$ cat src/rtl/regfile_write_bank.sv
// -----------------------------------------------------------------------------
// regfile_write_bank
//
// Write side of a 2**S x N register file. Each cycle the bank accepts at most
// one write through a valid/ready handshake. It decodes the selector into a
// one-hot write enable and exposes every register on one packed bus. A clear
// request starts a sequence that zeroes one register per cycle, from register
// 0 up to register L-1. Writes are refused (wr_ready low) while the clear runs.
//
// Optional build macro: REGFILE_R0_ZERO_EN
//   When defined, register 0 always reads as zero. Writes to selector 0 are
//   still handshaken and still pulse wr_hot[0], but their data is dropped.
//
// Ports:
//   clk        system clock, rising edge
//   rst_n      asynchronous active-low reset
//   wr_valid   write request valid
//   wr_ready   bank can accept a write this cycle (registered)
//   wr_sel     register index to write (S bits)
//   wr_data    write data (N bits)
//   clr_req    start a clear-all sequence (sampled only when idle)
//   busy       clear sequence in progress
//   wr_hot     one-hot of the register written on the previous edge (pulse)
//   clr_done   one-cycle pulse after the last register has been cleared
//   regs_flat  all registers, register 0 in bits [N-1:0]
// -----------------------------------------------------------------------------
module regfile_write_bank #(
   parameter  int S = 3,
   parameter  int N = 16,
   localparam int L = 2**S
) (
   input  logic           clk,
   input  logic           rst_n,
   input  logic           wr_valid,
   output logic           wr_ready,
   input  logic [S-1:0]   wr_sel,
   input  logic [N-1:0]   wr_data,
   input  logic           clr_req,
   output logic           busy,
   output logic [L-1:0]   wr_hot,
   output logic           clr_done,
   output logic [N*L-1:0] regs_flat
);

`ifdef REGFILE_R0_ZERO_EN
   localparam bit R0_ZERO = 1'b1;
`else
   localparam bit R0_ZERO = 1'b0;
`endif

   typedef enum logic {IDLE, CLEAR} state_t;

   state_t         state_reg;
   logic [S-1:0]   cnt_reg;
   logic [L-1:0]   wr_hot_reg;
   logic           clr_done_reg;
   logic           busy_reg;
   logic           wr_ready_reg;

   logic           accept;
   logic [L-1:0]   wr_en;
   logic [L-1:0]   clr_en;

   // wr_ready is a register, so the handshake never depends combinationally
   // on the requester's inputs.
   assign accept = wr_valid & wr_ready_reg;

   // Sequencer: IDLE accepts writes. CLEAR walks cnt_reg from 0 to L-1.
   // The counter wraps naturally from L-1 back to 0 on the exit edge.
   always_ff @(posedge clk or negedge rst_n) begin
      if (!rst_n) begin
         state_reg    <= IDLE;
         cnt_reg      <= '0;
         wr_hot_reg   <= '0;
         clr_done_reg <= 1'b0;
         busy_reg     <= 1'b0;
         wr_ready_reg <= 1'b1;
      end else begin
         wr_hot_reg   <= wr_en;
         clr_done_reg <= 1'b0;
         case (state_reg)
            IDLE: begin
               if (clr_req) begin
                  state_reg    <= CLEAR;
                  cnt_reg      <= '0;
                  busy_reg     <= 1'b1;
                  wr_ready_reg <= 1'b0;
               end
            end
            CLEAR: begin
               cnt_reg <= cnt_reg + 1'b1;
               if (cnt_reg == S'(L - 1)) begin
                  state_reg    <= IDLE;
                  busy_reg     <= 1'b0;
                  wr_ready_reg <= 1'b1;
                  clr_done_reg <= 1'b1;
               end
            end
            default: begin
               state_reg    <= IDLE;
               busy_reg     <= 1'b0;
               wr_ready_reg <= 1'b1;
            end
         endcase
      end
   end

   // Register storage. A write and a clear can never target the same register
   // on the same edge, because writes are refused while CLEAR is active.
   genvar gi;
   generate
      for (gi = 0; gi < L; gi++) begin : g_reg
         logic [N-1:0] q_reg;

         assign wr_en[gi]  = accept && (wr_sel == S'(gi));
         assign clr_en[gi] = (state_reg == CLEAR) && (cnt_reg == S'(gi));

         if (R0_ZERO && gi == 0) begin : g_zero
            assign q_reg = '0;
         end else begin : g_store
            always_ff @(posedge clk or negedge rst_n) begin
               if (!rst_n) begin
                  q_reg <= '0;
               end else if (clr_en[gi]) begin
                  q_reg <= '0;
               end else if (wr_en[gi]) begin
                  q_reg <= wr_data;
               end
            end
         end

         assign regs_flat[gi*N +: N] = q_reg;
      end
   endgenerate

   assign wr_ready = wr_ready_reg;
   assign busy     = busy_reg;
   assign wr_hot   = wr_hot_reg;
   assign clr_done = clr_done_reg;

endmodule

$ cat config.mk
export PLATFORM = sky130hd
export DESIGN_NAME = regfile_write_bank
export DESIGN_NICKNAME = d
export VERILOG_FILES = /design/src/rtl/regfile_write_bank.sv
export SDC_FILE = /design/constraint.sdc
export NUM_CORES = 1
export LEC_CHECK = 0
export ABC_CLOCK_PERIOD_IN_PS = 2670
export CORE_UTILIZATION = 40
export CTS_CLUSTER_DIAMETER = 80
export DETAILED_ROUTE_END_ITERATION = 7
export DONT_BUFFER_PORTS = 1
export GPL_TIMING_DRIVEN = 0
export PLACE_DENSITY_LB_ADDON = 0.2
export SYNTH_ARGS = -nofsm -noshare
export SYNTH_HDL_FRONTEND = slang
export SYNTH_SLANG_ARGS = --single-unit
$ cat constraint.sdc
create_clock -name clk -period 2.67 [get_ports clk]
set_input_delay 0.1335 -clock clk [delete_from_list [all_inputs] [get_ports clk]]
set_output_delay 0.1335 -clock clk [all_outputs]
set_load 0.02 [all_outputs]
==> results.cfg, run 1 <==
[status]
status = finished with violations
violations = negative hold slack

[yosys]
ys_ff_latch = 143
syn_area_per_cell_sq_um = 9.77
syn_nets = 691
synth_top_area_frac = 0.550
synth_async_sr_flop_share = 1.00
synthTopCellsByArea = dfrtp_1 (55%), nand4_1 (9.3%), o21ai_0 (8.7%), nand2_1 (5.8%), buf_2 (3.8%)
syn_area_sq_um = 6450
yosysWarnings = 0
synth_largest_area_cell = dfrtp_1
netlist_instances = 661
synth_top_flop_cell = dfrtp_1
synth_edf_count = 0
ys_seq_area_frac = 0.555
ys_types = 36

[setup_path]
cp.arrival_ns = 2.06
critPathKind = register to register
endpoint_kind = register
worst_r2r_path_depth = 5
cp.required_ns = 2.96
path_max_fanout = 10
startpoint_type = register

[timing]
fin_tns_setup_ns = 0
min_period_ns = 1.77
finalCritPeriodShare = 0.663
slew_viol_final = 0
max_freq_ghz = 0.565
maxSlewHeadroom = 0.711
clock_skew_ns = 0.0126
finalSetupViolations = 0
grt_setup_unrepaired = no
fin_hold_ws_ns = -0.603
hold_viol_final = 143
tightest_slew_ns = 0.433

[global_routing]
met3_usage = 0.0772
grt_pass1_wl_microns = 30600
grt_pass1_vias = 5157
grt_start_max_net_pins = 144
met1_usage = 0.317
antenna_found_initial = 0
top_usage_layer = met2
met2_usage = 0.396
grt_use_total = 0.252
overflow = 0

[cts]
numCtsBuffers = 17
clock-sinks = 143
clockBufferDepth = 2
postCtsSetupRepairBufs = 0
cts.repair.resized = 0
cts_max_level = 4
cts-root-buf = clkbuf_16
clkTransAtPathRegs_ns = 0.06
insertion_delay_ns = 0.43
cts_hold_buf = 3
cts_tree = yes

[floorplan]
die-area_sq_um = 16600
coreArea_sq_um = 15800
io-pin-count = 162
die_h_microns = 129
die_w_microns = 129
num_rows = 46
start_util = 0.408

[pwr]
power_leakage_nw = 3.30
powerDensity_nw_per_um2 = 1260
peakVddDrop_mv = 0.487

[finish]
area_growth_pct = 14.2
drive_above_1_share = 0.170
antenna_cells = 0
largest_register_ffs = 128
final_common_cell = dfrtp_1
final_cells = 912
most-common-layout-cells = dfrtp_1 (142), o21ai_0 (112), nand2_1 (99), nand4_1 (96), buf_2 (49)
final_nets = 713

[placement]
io_buffers = 0
dp_hpwl_microns = 13500
dpl.cell_count = 877
gp_congestion = 0.779

[drt]
routed_wl_microns = 20300
wl_per_cell_microns = 22.2
postRouteAntennaNets = 0
dr.pass1.iters = 5
drt_iter0_drc = 452
vias = 5363
viasPerCell = 5.88
drc_errors = 0

[run]
maxCapViolCount = 0

[worst_hold_path]
hp-class = primary input to async pin
## routing by layer
metal / vias up / routed length [microns]
met2: 263 / 9630
met3: 56 / 1780
met5: - / 0
li1: 2402 / -
met4: 0 / 739
met1: 2642 / 8100
## layout make-up
class | count | area, sq um
Clock inverter | 13 | 163
Tap cell | 216 | 270
Buffer | 82 | 464
Clock buffer | 19 | 453
Sequential cell | 143 | 3580
Fill cell | 1504 | 8460
Timing Repair Buffer | 3 | 30.0
Inverter | 6 | 22.5
Multi-Input combinational cell | 430 | 2390
## critical path, stage by stage (launching register included)
cell and delay (ns):
dfrtp_1 0.39, ha_1 0.23, ha_1 0.16, clkbuf_1 0.28, clkbuf_1 0.39, a22oi_1 0.18
## stage by stage
step / cell area, sq um / util / setup slack, ns / power (mW) / hold slack [ns]
5_1_grt: 7370 / 0.466 / 0.772 / 9.73 / -0.612
4_1_cts: 7370 / 0.466 / 0.945 / 9.28 / -0.612
2_1_floorplan: 6450 / - / 1.25 / 6.06 / -0.162
6_report: 7370 / 0.466 / 0.900 / 9.25 / -0.603
3_3_place_gp: 6730 / 0.425 / 1.02 / 6.69 / -0.159
3_5_place_dp: 6730 / 0.425 / 0.969 / 6.81 / -0.159
## report_power, final
group / total (mW) / leakage, nW / switching [mW] / internal (mW)
Clock: 2.47 / 0.284 / 0.952 / 1.52
Sequential: 4.91 / 1.93 / 1.84 / 3.06
Combinational: 1.88 / 1.09 / 1.25 / 0.630
Total: 9.25 / 3.30 / 4.04 / 5.21
## Yosys cell counts, types with 2 or more instances
cell,number
dfrtp_1,142
o21ai_0,112
nand2_1,99
nand4_1,96
buf_2,49
nand3_1,36
a21oi_1,17
a22oi_1,16
clkbuf_1,14
buf_4,13
o21ai_2,9
ha_1,7
o21ai_1,7
nor2_1,6
inv_1,5
nand3b_1,4
nor2_8,4
buf_6,3
buf_8,2
nor2_4,2
o31ai_1,2
or2b_4,2
## final timing paths
path,startpoint,slack (ns),end
worst max-delay path,cnt_reg[0]$_DFFE_PN0P_,0.90,g_reg[3].q_reg[4]$_DFFE_PN0P_
worst min-delay path,rst_n,-0.60,g_reg[7].q_reg[1]$_DFFE_PN0P_
worst max register to register,cnt_reg[0]$_DFFE_PN0P_,0.90,g_reg[3].q_reg[4]$_DFFE_PN0P_
worst min register to register,wr_ready$_DFFE_PN1P_,0.61,wr_ready$_DFFE_PN1P_
max in group asynchronous,rst_n,3.07,wr_ready$_DFFE_PN1P_
min in group clk,wr_sel[0],0.01,g_reg[4].q_reg[0]$_DFFE_PN0P_
## kinds of logic (layout without fill, tap and decap cells)
logic type      after synthesis  after routing  share of synthesized area
simple gates                257            257                      0.214
flops                       143            143                      0.555
mux                           1              1                    0.00155
fa+ha+maj                     7              7                     0.0136
buf+inv                      88            123                     0.0754
compound gates              165            165                      0.141
Note: power is estimated with default switching activity, not from simulation.
==> run 2, diff against run 1 <==
ABC_CLOCK_PERIOD_IN_PS = 1710   (was 2670)
clock period = 1.71 ns   (was 2.67 ns; I/O delays follow)
==> run 2 against run 1 <==
The flow still finishes with violations (negative hold slack); wire length hardly changed; hold slack worse by 0.049 ns; sequential cell count stayed put; die area unchanged; combinational power increased by 59%; worst setup slack lost 0.81 ns; clock skew fell by 0.0035 ns; critical path type unchanged.
==> results.cfg, run 2 (synthesized netlist as in run 1, its figures left out) <==
[status]
status = finished with violations
violations = negative hold slack

[finish]
area_growth_pct = 15.7
drive_above_1_share = 0.191
final_common_cell = dfrtp_1
final_nets = 722
antenna_cells = 0
most-common-layout-cells = dfrtp_1 (142), o21ai_0 (112), nand2_1 (99), nand4_1 (96), buf_2 (46)
largest_register_ffs = 128

[setup_path]
endpoint_kind = register
cp.arrival_ns = 1.97
critPathKind = register to register
rrSetupSlack_ns = 0.09
startpoint_type = register
path_max_fanout = 10
cp_slowest_cell = dfstp_2
path_cells = and3_1 > buf_4 > buf_2 > nand4_1 > o21ai_0
critPathTopFamily = flip-flops
cp.required_ns = 2.06
cp_slowest_stage_delay_ns = 0.66
cp_num_buf_inv = 2

[run]
maxCapViolCount = 0

[drt]
dr.pass1.iters = 5
routed_wl_microns = 20200
drt_iter0_drc = 515
wl_per_cell_microns = 22.0
vias = 5324
postRouteAntennaNets = 0
viasPerCell = 5.78
drc_errors = 0

[timing]
slew_viol_final = 0
maxSlewHeadroom = 0.714
fin_tns_setup_ns = 0
finalCritPeriodShare = 0.950
min_period_ns = 1.62
clock_skew_ns = 0.00906
grt_setup_unrepaired = no
fin_hold_ws_ns = -0.653
worst_slack_ns = 0.0862
max_freq_ghz = 0.616
hold_viol_final = 143
tightest_slew_ns = 0.429
finalSetupViolations = 0

[global_routing]
antenna_found_initial = 0
grt_pass1_wl_microns = 30600
grt_pass1_vias = 5156
grt_use_total = 0.252
grt_start_max_net_pins = 144
overflow = 0

[cts]
cts_tree = yes
cts_max_level = 4
clock-sinks = 143
numCtsBuffers = 17
clkTransAtPathRegs_ns = 0.06
cts_hold_buf = 3
clockBufferDepth = 2
cts-root-buf = clkbuf_16
insertion_delay_ns = 0.43

[floorplan]
die-area_sq_um = 16600
die_h_microns = 129
num_rows = 46
start_util = 0.408
coreArea_sq_um = 15800
io-pin-count = 162
die_w_microns = 129

[placement]
io_buffers = 0
dp_slack_ns = 0.00935
gp_congestion = 0.779
dp_hpwl_microns = 13500

[pwr]
power_leakage_nw = 3.37
powerDensity_nw_per_um2 = 1940
peakVddDrop_mv = 0.761
power_mw = 14.5

[worst_hold_path]
hp-class = primary input to async pin
run 2: changes by cell type in the layout (fill, tap and decap cells not counted):
cell,delta
buf_4,+8
clkbuf_1,-6
clkbuf_2,+6
buf_2,-3
buf_6,+2
clkbuf_4,+2
a21oi_1,-1
a21oi_2,+1
clkinv_1,-1
clkinvlp_4,+1
run 2: timing repair:
item	4_1_cts	5_1_grt
buffers inserted	0	9
resized for setup	1	18
setup endpoints to repair	6	37
hold endpoints to repair	151	143
pin swaps	0	2
run 2: final timing paths:
check / from / to / cells past startpoint
worst max-delay path: wr_ready$_DFFE_PN1P_ / g_reg[5].q_reg[11]$_DFFE_PN0P_ / 5
worst min-delay path: rst_n / g_reg[7].q_reg[15]$_DFFE_PN0P_ / 0
worst max register to register: wr_ready$_DFFE_PN1P_ / g_reg[5].q_reg[11]$_DFFE_PN0P_ / 5
worst min register to register: wr_ready$_DFFE_PN1P_ / wr_ready$_DFFE_PN1P_ / 2
max in group asynchronous: rst_n / g_reg[4].q_reg[10]$_DFFE_PN0P_ / 0
min in group clk: wr_sel[0] / g_reg[6].q_reg[15]$_DFFE_PN0P_ / 4
run 2: through the flow:
step	utilization	cell area, sq um	std cells
6_report	0.472	7470	921
5_1_grt	0.472	7470	921
4_1_cts	0.466	7370	912
3_5_place_dp	0.425	6730	877
3_3_place_gp	0.425	6730	877
2_1_floorplan	-	6450	661
run 2: power by group:
part           total (mW)  leakage, nW  internal, mW  switching [mW]
combinational        2.99         1.15          1.04            1.95
clock                3.85        0.284          2.37            1.48
sequential           7.66         1.93          4.78            2.88
total                14.5         3.37          8.19            6.32
run 2: area by class of cell:
type                       count  area, sq um
fill                        1493         8360
sequential                   143         3580
multi-input combinational    430         2390
buffer                        82          487
clock buffer                  19          453
tap                          216          270
clock inverter                13          163
timing repair buffer          12         97.6
inverter                       6         26.3
run 2: routing by layer:
layer,up-vias,wire length [microns],global-route usage
li1,2413,-,-
met1,2625,8110,0.317
met2,231,9690,0.396
met3,55,1680,0.0772
met4,0,754,0.126
met5,-,0,0
